===== src/rtl/icache_dm.sv =====
// icache_dm: direct-mapped, read-only instruction cache.
//   Lookup is combinational; a miss refills the whole line over a
//   one-word-per-beat req/ack handshake while stall_ic is held high.
// Parameters: LINES (lines, power of two >= 2), LINE_WORDS (32-bit words
//   per line, power of two >= 2).
// Ports:
//   clk, rst          clock, asynchronous active-high reset
//   pcF      in  32   fetch address, bits [1:0] ignored
//   instrF   out 32   instruction for pcF, valid while stall_ic=0
//   stall_ic out 1    miss or fill in progress
//   mem_req  out 1    memory read request (held through the fill)
//   mem_addr out 32   byte address of the current beat
//   mem_rdata in 32   read data, qualified by mem_ack
//   mem_ack  in  1    beat complete, only honoured while mem_req=1
// Optional: define ICACHE_STATS_EN to add hit_cnt / miss_cnt outputs.
module icache_dm #(
  parameter int unsigned LINES      = 8,
  parameter int unsigned LINE_WORDS = 4
) (
  input  logic        clk,
  input  logic        rst,
  input  logic [31:0] pcF,
  output logic [31:0] instrF,
  output logic        stall_ic,
  output logic        mem_req,
  output logic [31:0] mem_addr,
  input  logic [31:0] mem_rdata,
  input  logic        mem_ack
`ifdef ICACHE_STATS_EN
  ,
  output logic [31:0] hit_cnt,
  output logic [31:0] miss_cnt
`endif
);

  localparam int unsigned OB = $clog2(LINE_WORDS);
  localparam int unsigned IB = $clog2(LINES);
  localparam int unsigned TB = 32 - OB - IB - 2;

  typedef enum logic [1:0] {IDLE, FILL, REFILL_DONE} state_t;

  state_t          state;
  logic [LINES-1:0] valid;
  logic [TB-1:0]   tagArr  [LINES];
  logic [31:0]     dataArr [LINES][LINE_WORDS];

  logic [IB-1:0]   fillIdx;
  logic [TB-1:0]   fillTag;
  logic [OB-1:0]   beat;

  logic [OB-1:0]   offset;
  logic [IB-1:0]   index;
  logic [TB-1:0]   tag;
  logic            hit;
  logic            lastBeat;
  logic            unusedPcBits;

  assign offset       = pcF[OB+1:2];
  assign index        = pcF[OB+IB+1:OB+2];
  assign tag          = pcF[31:OB+IB+2];
  assign unusedPcBits = ^pcF[1:0];

  assign hit      = valid[index] && (tagArr[index] == tag);
  assign lastBeat = (beat == OB'(LINE_WORDS - 1));

  always_comb begin
    instrF   = '0;
    stall_ic = 1'b1;
    if (state == IDLE && hit) begin
      instrF   = dataArr[index][offset];
      stall_ic = 1'b0;
    end
  end

  // Control state; the arrays below are deliberately left unreset.
  always_ff @(posedge clk or posedge rst) begin
    if (rst) begin
      state    <= IDLE;
      valid    <= '0;
      beat     <= '0;
      fillIdx  <= '0;
      fillTag  <= '0;
      mem_req  <= 1'b0;
      mem_addr <= '0;
    end else begin
      case (state)
        IDLE: begin
          if (!hit) begin
            state    <= FILL;
            mem_req  <= 1'b1;
            mem_addr <= {pcF[31:OB+2], {(OB+2){1'b0}}};
            fillIdx  <= index;
            fillTag  <= tag;
            beat     <= '0;
          end
        end
        FILL: begin
          if (mem_ack) begin
            beat     <= beat + 1'b1;
            mem_addr <= mem_addr + 32'd4;
            // Valid is only raised with the final beat so a partial
            // line can never be reported as a hit.
            if (lastBeat) begin
              valid[fillIdx] <= 1'b1;
              mem_req        <= 1'b0;
              state          <= REFILL_DONE;
            end
          end
        end
        REFILL_DONE: state <= IDLE;
        default:     state <= IDLE;
      endcase
    end
  end

  always_ff @(posedge clk) begin
    if (state == FILL && mem_ack) begin
      dataArr[fillIdx][beat] <= mem_rdata;
      if (lastBeat) tagArr[fillIdx] <= fillTag;
    end
  end

`ifdef ICACHE_STATS_EN
  always_ff @(posedge clk or posedge rst) begin
    if (rst) begin
      hit_cnt  <= '0;
      miss_cnt <= '0;
    end else if (state == IDLE) begin
      if (hit) hit_cnt  <= hit_cnt + 32'd1;
      else     miss_cnt <= miss_cnt + 32'd1;
    end
  end
`endif

endmodule


===== config.mk =====
export PLATFORM = sky130hd
export DESIGN_NAME = icache_dm
export DESIGN_NICKNAME = d
export VERILOG_FILES = /design/src/rtl/icache_dm.sv
export SDC_FILE = /design/constraint.sdc
export NUM_CORES = 1
export LEC_CHECK = 0
export ABC_AREA = 1
export BUFFER_PORTS_ARGS = -buffer_cell sky130_fd_sc_hd__buf_2
export CAP_MARGIN = 10
export CORE_ASPECT_RATIO = 1.4
export CORE_MARGIN = 2
export CORE_UTILIZATION = 40
export DETAILED_ROUTE_END_ITERATION = 7
export PLACE_DENSITY = 0.52
export REMOVE_ABC_BUFFERS = 1
export SETUP_SLACK_MARGIN = 0.2
export SLEW_MARGIN = 20
export SYNTH_ARGS = -nofsm -noshare
export SYNTH_HDL_FRONTEND = slang
export SYNTH_SLANG_ARGS = --single-unit
export TNS_END_PERCENT = 20

===== constraint.sdc =====
create_clock -name clk -period 8 [get_ports clk]
set_clock_uncertainty 0.1 [all_clocks]
set_input_delay 0.8 -clock clk [delete_from_list [all_inputs] [get_ports clk]]
set_output_delay 0.8 -clock clk [all_outputs]
set_load 0.005 [all_outputs]

==> key figures, run 1 <==
Status
  • Status: finished clean

Routing
  • DRT Pass-1 Iters: 6
  • DRC: 0
  • Final ANT Viol Nets: 0
  • DR iter-0 viols: 2675
  • DR vias/cell: roughly 5.4
  • Avg WL per Cell: between 20 and 25 um
  • Final wirelength: 146000 um
  • Routed vias: between 30000 and 40000

Logic synthesis
  • Largest family of logic cells by synthesized area: simple AND/OR/NAND/NOR gates
  • Adder-cell area share of the yosys netlist: 0.119%
  • Yosys warns: 0
  • Seq/Total Area, Yosys: around three quarters
  • Post-synth cell types: 31
  • Post-Synthesis Cells: between 4000 and 5000
  • Seq cells post-synth: 1295
  • Mux share of post-synthesis cell area: 0%
  • Post-Syn Area: 0.0527 mm2
  • Compound-cell area share of the yosys netlist: under 10%
  • Simple-gate portion of the synthesized area: 14.2%
  • Mean Syn Cell Area: about 12 um2
  • Xor/xnor share of the synthesized area: less than 1%

STA
  • Worst slew pin tran: between 1 and 1.5 ns
  • Relative slew slack: 23.5%
  • Setup violations, final: 0
  • Slew Viols, Final: 0
  • RSZ-0062 raised after global routing: false
  • Tmin final: 5.55 ns
  • Final Hold Fails: 0
  • Setup TNS Final: 0 ns
  • Fmax: about 180 MHz
  • Post-route clock period utilization: a little over two thirds

Critical path
  • Critical path type: primary input to output port
  • Crit Path Max Fanout: 128
  • Cell family with the largest share of critical-path delay: buffers and inverters
  • Critical Path, Cell by Cell: buf_8 > inv_8 > buf_4 > buf_4 > a21oi_1 > o311ai_0 > a21oi_1 > nor3_1 > buf_2
  • R2r worst-path depth: 6
  • CP peak stage delay: 0.82 ns
  • Critical Path RT: ~7.1 ns
  • CP max stage cell: buf_4
  • Worst setup EP type: output port
  • CP Buf/Inv Count: 5
  • Worst Path Arrival: approximately 4.7 ns
  • Critical Path Start Type: primary input
  • Crit path depth: 9

Layout
  • Layout Nets: between 4000 and 5000
  • Final design utilization: between 40% and 50%
  • Syn-to-layout area delta: 13.0%
  • Layout cell share with drive strength beyond 1: 9.46%

Clock network
  • Worst-skew pair later-pin latency: between 0.7 and 0.8 ns
  • H-Tree Level Count: 4
  • CTS tree: done
  • Clock Path Buffers: 3
  • CTS buffer count: 130
  • Sink Count: 1295
  • Postcts setup bufs: 0
  • CTS Root Buffer Type: clkbuf_16
  • Clk pin slew, worst setup/hold paths: 0.06 ns

Placed design
  • HPWL Detailed: slightly above 70000 um
  • Placer congestion estimate: 0.776
  • IO Port Bufs: ~130

Floorplanning
  • Standard-cell row count: between 150 and 200
  • Chip height: between 400 and 500 um
  • Io pins: 133
  • Starting density of the core: 40.3%
  • Die X: between 300 and 400 um
  • Core ar.: between 0.1 and 0.15 mm2
  • Die area: between 0.1 and 0.15 mm2

GRT
  • First-pass GRT wire length: around 220000 um
  • Total GRT Usage: between 20% and 30%
  • Met1 global-route usage: about 28%
  • Gr busiest metal: met2
  • Largest net degree at the start of global routing: approximately 190
  • Grt total ovfl: 0
  • GR Layer Usage met2: 37.3%
  • Vias in the first global route: approximately 34000
  • Antenna violations before repair: 10
  • Met3 GRT Util: between 3 and 4%

Hold path
  • Class of the worst hold path: primary input to register
  • Worst Hold Depth: 3

Run
  • Max-cap violations: 0

Power and ir drop
  • Leak: 21.2 nW
  • Peak VDD IR: 0.000237 V
  • PD cells: 271 mW/mm2
[final timing paths]
kind / slack (ns) / end / start
max reg2reg: 3.97 / dataArr[3][7] / state[1]
max in group asynchronous: 6.14 / fillTag[12] / rst
max: 2.45 / instrF[9] / pcF[4]
min: 0.25 / beat[0] / mem_ack
min in group asynchronous: 0.48 / mem_addr[25] / rst
min reg2reg: 0.36 / valid[6] / valid[6]
[where the power goes]
part	internal [mW]	total (mW)	switching [mW]
Sequential	7.99	8.30	0.309
Combinational	0.443	1.65	1.21
Clock	3.59	6.19	2.60
[cell usage in the layout (no fill, tap or decap), drive strengths merged]
cell | netlist | layout
o221ai | 8 | 8
clkbuf | 173 | 167
dfrtp | 71 | 71
edfxtp | 1224 | 1224
xnor2 | 6 | 6
a221o | 8 | 8
bufinv | 0 | 14
buf | 110 | 197
nand3 | 315 | 315
nand2 | 1305 | 1305
or2 | 5 | 5
a32o | 35 | 35
nor2 | 186 | 186
clkinvlp | 0 | 3
xor2 | 13 | 13
conb | 1 | 2
nand4 | 12 | 12
a21oi | 422 | 422
ha | 5 | 5
clkinv | 3 | 46
o211ai | 35 | 35
o311ai | 89 | 89
a22oi | 62 | 62
diode | 0 | 1
nor4 | 2 | 2
inv | 133 | 142
dlygate4sd3 | 0 | 1
a31oi | 3 | 3
nor3 | 40 | 40
o21ai | 117 | 117
[logic make-up after synthesis]
group / after synthesis
buffers and inverters: 419
DFF: 1295
xor gates and xnor gates: 19
and+or+nand+nor: 1865
adders and majority gates: 5
AOI/OAI and AO/OA: 779
other: 1
[area by class of cell]
cell class | count | area (um2)
clock buffer | 166 | 3530
multi-input combinational | 2670 | 12700
inverter | 136 | 533
timing repair buffer | 199 | 1280
fill | 12020 | 71300
tap | 1749 | 2190
clock inverter | 69 | 756
antenna | 1 | 2.50
sequential | 1295 | 38500
[registers in the layout, indices dropped and copies added (netlist names)]
register and cells:
beat 2, dataArr 1024, fillIdx 3, fillTag 25, mem_addr 30, mem_req 1, state 2, tagArr 200
valid 8
[cell usage after synthesis]
cell / n / area share, %
nand4_1: 12 / 0.14
o21ai_1: 15 / 0.14
buf_4: 8 / 0.11
buf_2: 67 / 0.64
a22oi_1: 62 / 0.88
nand3_1: 315 / 3.0
xor2_1: 13 / 0.22
clkinv_1: 3 / 0.021
nand2_2: 2 / 0.024
inv_1: 131 / 0.93
dfrtp_1: 71 / 3.4
a31oi_1: 3 / 0.036
o21ai_0: 102 / 0.97
edfxtp_1: 1224 / 70
inv_2: 2 / 0.014
buf_1: 35 / 0.25
or2_2: 5 / 0.059
nor4_1: 2 / 0.024
o221ai_1: 8 / 0.13
xnor2_1: 6 / 0.10
nor3_1: 40 / 0.38
nand2_1: 1303 / 9.3
a32o_1: 35 / 0.67
a21oi_1: 422 / 4.0
o211ai_1: 35 / 0.50
a221o_1: 8 / 0.15
clkbuf_1: 173 / 1.2
nor2_1: 186 / 1.3
conb_1: 1 / 0.0071
o311ai_0: 89 / 1.5
ha_1: 5 / 0.12
[timing repair]
| item | in CTS | in global routing |
|---|---|---|
| hold buffers | 1 | 0 |
| hold endpoints to repair | 16 | 0 |
| gates resized for setup | 0 | 0 |
[layer usage]
metal	part of all wire, %	wire length (um)
met5	0.038	55
met4	3.0	4420
met3	4.5	6650
met2	50	73300
met1	42	62000
[stage by stage]
step / instances / total power, mW / cell area [um2] / hold WS, ns / setup slack [ns]
CTS: 6283 / 16.3 / 59500 / 0.211 / 2.44
global route: 6284 / 16.8 / 59500 / 0.248 / 2.25
finish: 6285 / 16.1 / 59500 / 0.254 / 2.45
floorplan: 4101 / 9.26 / 51500 / 0.324 / -0.408
global placement: 6047 / 10.1 / 55200 / 0.345 / 2.44
detailed placement: 6047 / 10.1 / 55200 / 0.349 / 2.44
[tightest hold or removal path: cells and delay by family]
family                 cells  cell delay, ns
and+or+nand+nor            2            0.14
buffers and inverters      1            0.13
Note: power is estimated with default switching activity, not from simulation.
==> run 2: changes to the inputs <==
==> constraint.sdc (replaced) <==
create_clock -name clk -period 5.5 [get_ports clk]
set_clock_uncertainty 0.1 [all_clocks]
set_input_delay 0.55 -clock clk [delete_from_list [all_inputs] [get_ports clk]]
set_output_delay 0.55 -clock clk [all_outputs]
set_load 0.005 [all_outputs]
==> key figures, run 2 (same netlist as run 1, synthesis figures left out) <==
Layout
  • Most common cell after layout, fill and taps aside: nand2_1
  • Layout cell share with drive strength beyond 1: ~9.8%
  • Layout Nets: about 4500
  • Most flop-heavy register: dataArr
  • # fillers: roughly 12000
  • Most frequent cells in the layout: 1303 x nand2_1, 1224 x edfxtp_1, 422 x a21oi_1
  • Max FFs per register: a little over 1000
  • Finished Layout Cells: about 6300
  • Syn-to-layout area delta: 13.8%
  • Leading registers by flop count: dataArr: 1024 flops, tagArr: 200 flops, mem_addr: 30 flops

Routing
  • DR iter-0 viols: approximately 2700
  • Met3 routed wirelength: about 5800 um
  • Final wirelength: between 100000 and 150000 um
  • DRT Pass-1 Iters: 6
  • Avg WL per Cell: between 20 and 25 um
  • WL met2: between 70000 and 80000 um
  • Wl on met1: between 60000 and 70000 um
  • Routed vias: 34149
  • Top Layer Used: met5
  • Final ANT Viol Nets: 0
  • DR vias/cell: about 5.4
  • DRC: 0

GRT
  • First-pass GRT wire length: around 220000 um
  • Grt total ovfl: 0
  • Total GRT Usage: between 20% and 30%
  • Antenna violations before repair: 6
  • Vias in the first global route: 33395
  • Largest net degree at the start of global routing: about 190

STA
  • Setup violations, final: 0
  • Slew Viols, Final: 0
  • Worst slew pin tran: 1.12 ns
  • Tmin final: around 4.5 ns
  • Setup TNS Final: 0 ns
  • RSZ-0062 raised after global routing: false
  • Fmax: about 220 MHz
  • Fin Hold WS: ~0.046 ns
  • Post-route clock period utilization: about four fifths
  • Final Hold Fails: 0
  • Relative slew slack: approximately a quarter

Placed design
  • Placer congestion estimate: between 0.8 and 0.9
  • Placed Cells: between 6000 and 7000
  • HPWL Detailed: a little under 80000 um
  • IO Port Bufs: between 100 and 150

Critical path
  • R2r worst-path depth: 6
  • Crit Path Max Fanout: 180
  • Crit. Startpoint: pcF[4]
  • Capture point of the worst path: instrF[25]
  • Critical Path Start Type: primary input
  • Critical Path RT: approximately 4.9 ns
  • Reg-to-reg setup timing slack: about 1.7 ns
  • Worst Path Arrival: approximately 3.8 ns
  • Reg2reg end: dataArr[1][125]
  • Critical path type: primary input to output port
  • Startpoint of the worst register-to-register path: state[1]
  • Worst setup EP type: output port

Clock network
  • Clk pin slew, worst setup/hold paths: around 0.060 ns
  • Sink Count: around 1300
  • H-Tree Level Count: 4
  • # hold bufs at CTS: 10
  • Resized Gates After CTS: 0
  • Worst-skew pair later-pin latency: 0.75 ns
  • CTS Root Buffer Type: clkbuf_16
  • Postcts setup bufs: 0
  • CTS buffer count: ~130
  • CTS tree: done
  • Clock Path Buffers: 3

Power and ir drop
  • PD cells: about 400 mW/mm2
  • Leak: between 20 and 25 nW
  • Peak VDD IR: between 0.0003 and 0.0004 V

Floorplanning
  • Core ar.: about 0.13 mm2
  • Die area: ~0.13 mm2
  • Standard-cell row count: 157
  • Die X: between 300 and 400 um
  • Io pins: ~130
  • Chip height: 433 um
  • Starting density of the core: 40.3%

Status
  • Status: finished clean

Run
  • Max-cap violations: 0

Hold path
  • Class of the worst hold path: primary input to register
-- run 2: area by class of cell --
cell class                      instances  area [um2]  area share [%]
Tap cell                             1749        2190            3.65
Timing Repair Buffer                  229        1700            2.84
Multi-Input combinational cell       2670       12700            21.2
Clock buffer                          168        3560            5.94
Antenna cell                            1        2.50         0.00417
Inverter                              136         533           0.889
Clock inverter                         75         722            1.20
Sequential cell                      1295       38500            64.3
-- run 2: worst min path at each step --
stage | startpoint | endpoint | slack, ns | cells past startpoint
CTS | pcF[22] | fillTag[15] | 0.0003 | 3
finish | pcF[22] | fillTag[15] | 0.05 | 3
floorplan | valid[0] | valid[0] | 0.32 | 2
detailed placement | valid[0] | valid[0] | 0.34 | 2
global route | pcF[22] | fillTag[15] | 0.03 | 3
global placement | valid[0] | valid[0] | 0.34 | 2
-- run 2: through the flow --
step                setup WS (ns)  util [%]  cell area, um2  total power [mW]
finish                       1.03      45.8           59900              23.5
detailed placement           1.06      42.4           55500              14.7
CTS                          1.05      45.8           59900              23.7
floorplan                   -2.41         -           51500              13.5
global route                0.882      45.8           59900              24.4
global placement             1.06      42.4           55500              14.7
-- run 2: power breakdown --
part	leakage (nW)	internal, mW	switching, mW
Clock	2.10	5.17	3.79
Sequential	11.9	11.6	0.452
Combinational	7.43	0.682	1.76
Total	21.4	17.5	6.01
-- run 2: worst max-delay path, cell delays in order --
cell	delay, ns
buf_8	0.17
inv_8	0.53
buf_12	0.55
a21oi_1	0.13
o311ai_0	0.62
a21oi_1	0.14
nor3_1	0.49
buf_2	0.21
-- run 2: metal layers --
layer | vias to the layer above | global-route usage (%)
met2 | 829 | 38.3
met1 | 17236 | 28.0
met5 | - | 0
li1 | 15877 | -
met3 | 199 | 2.91
met4 | 8 | 6.51
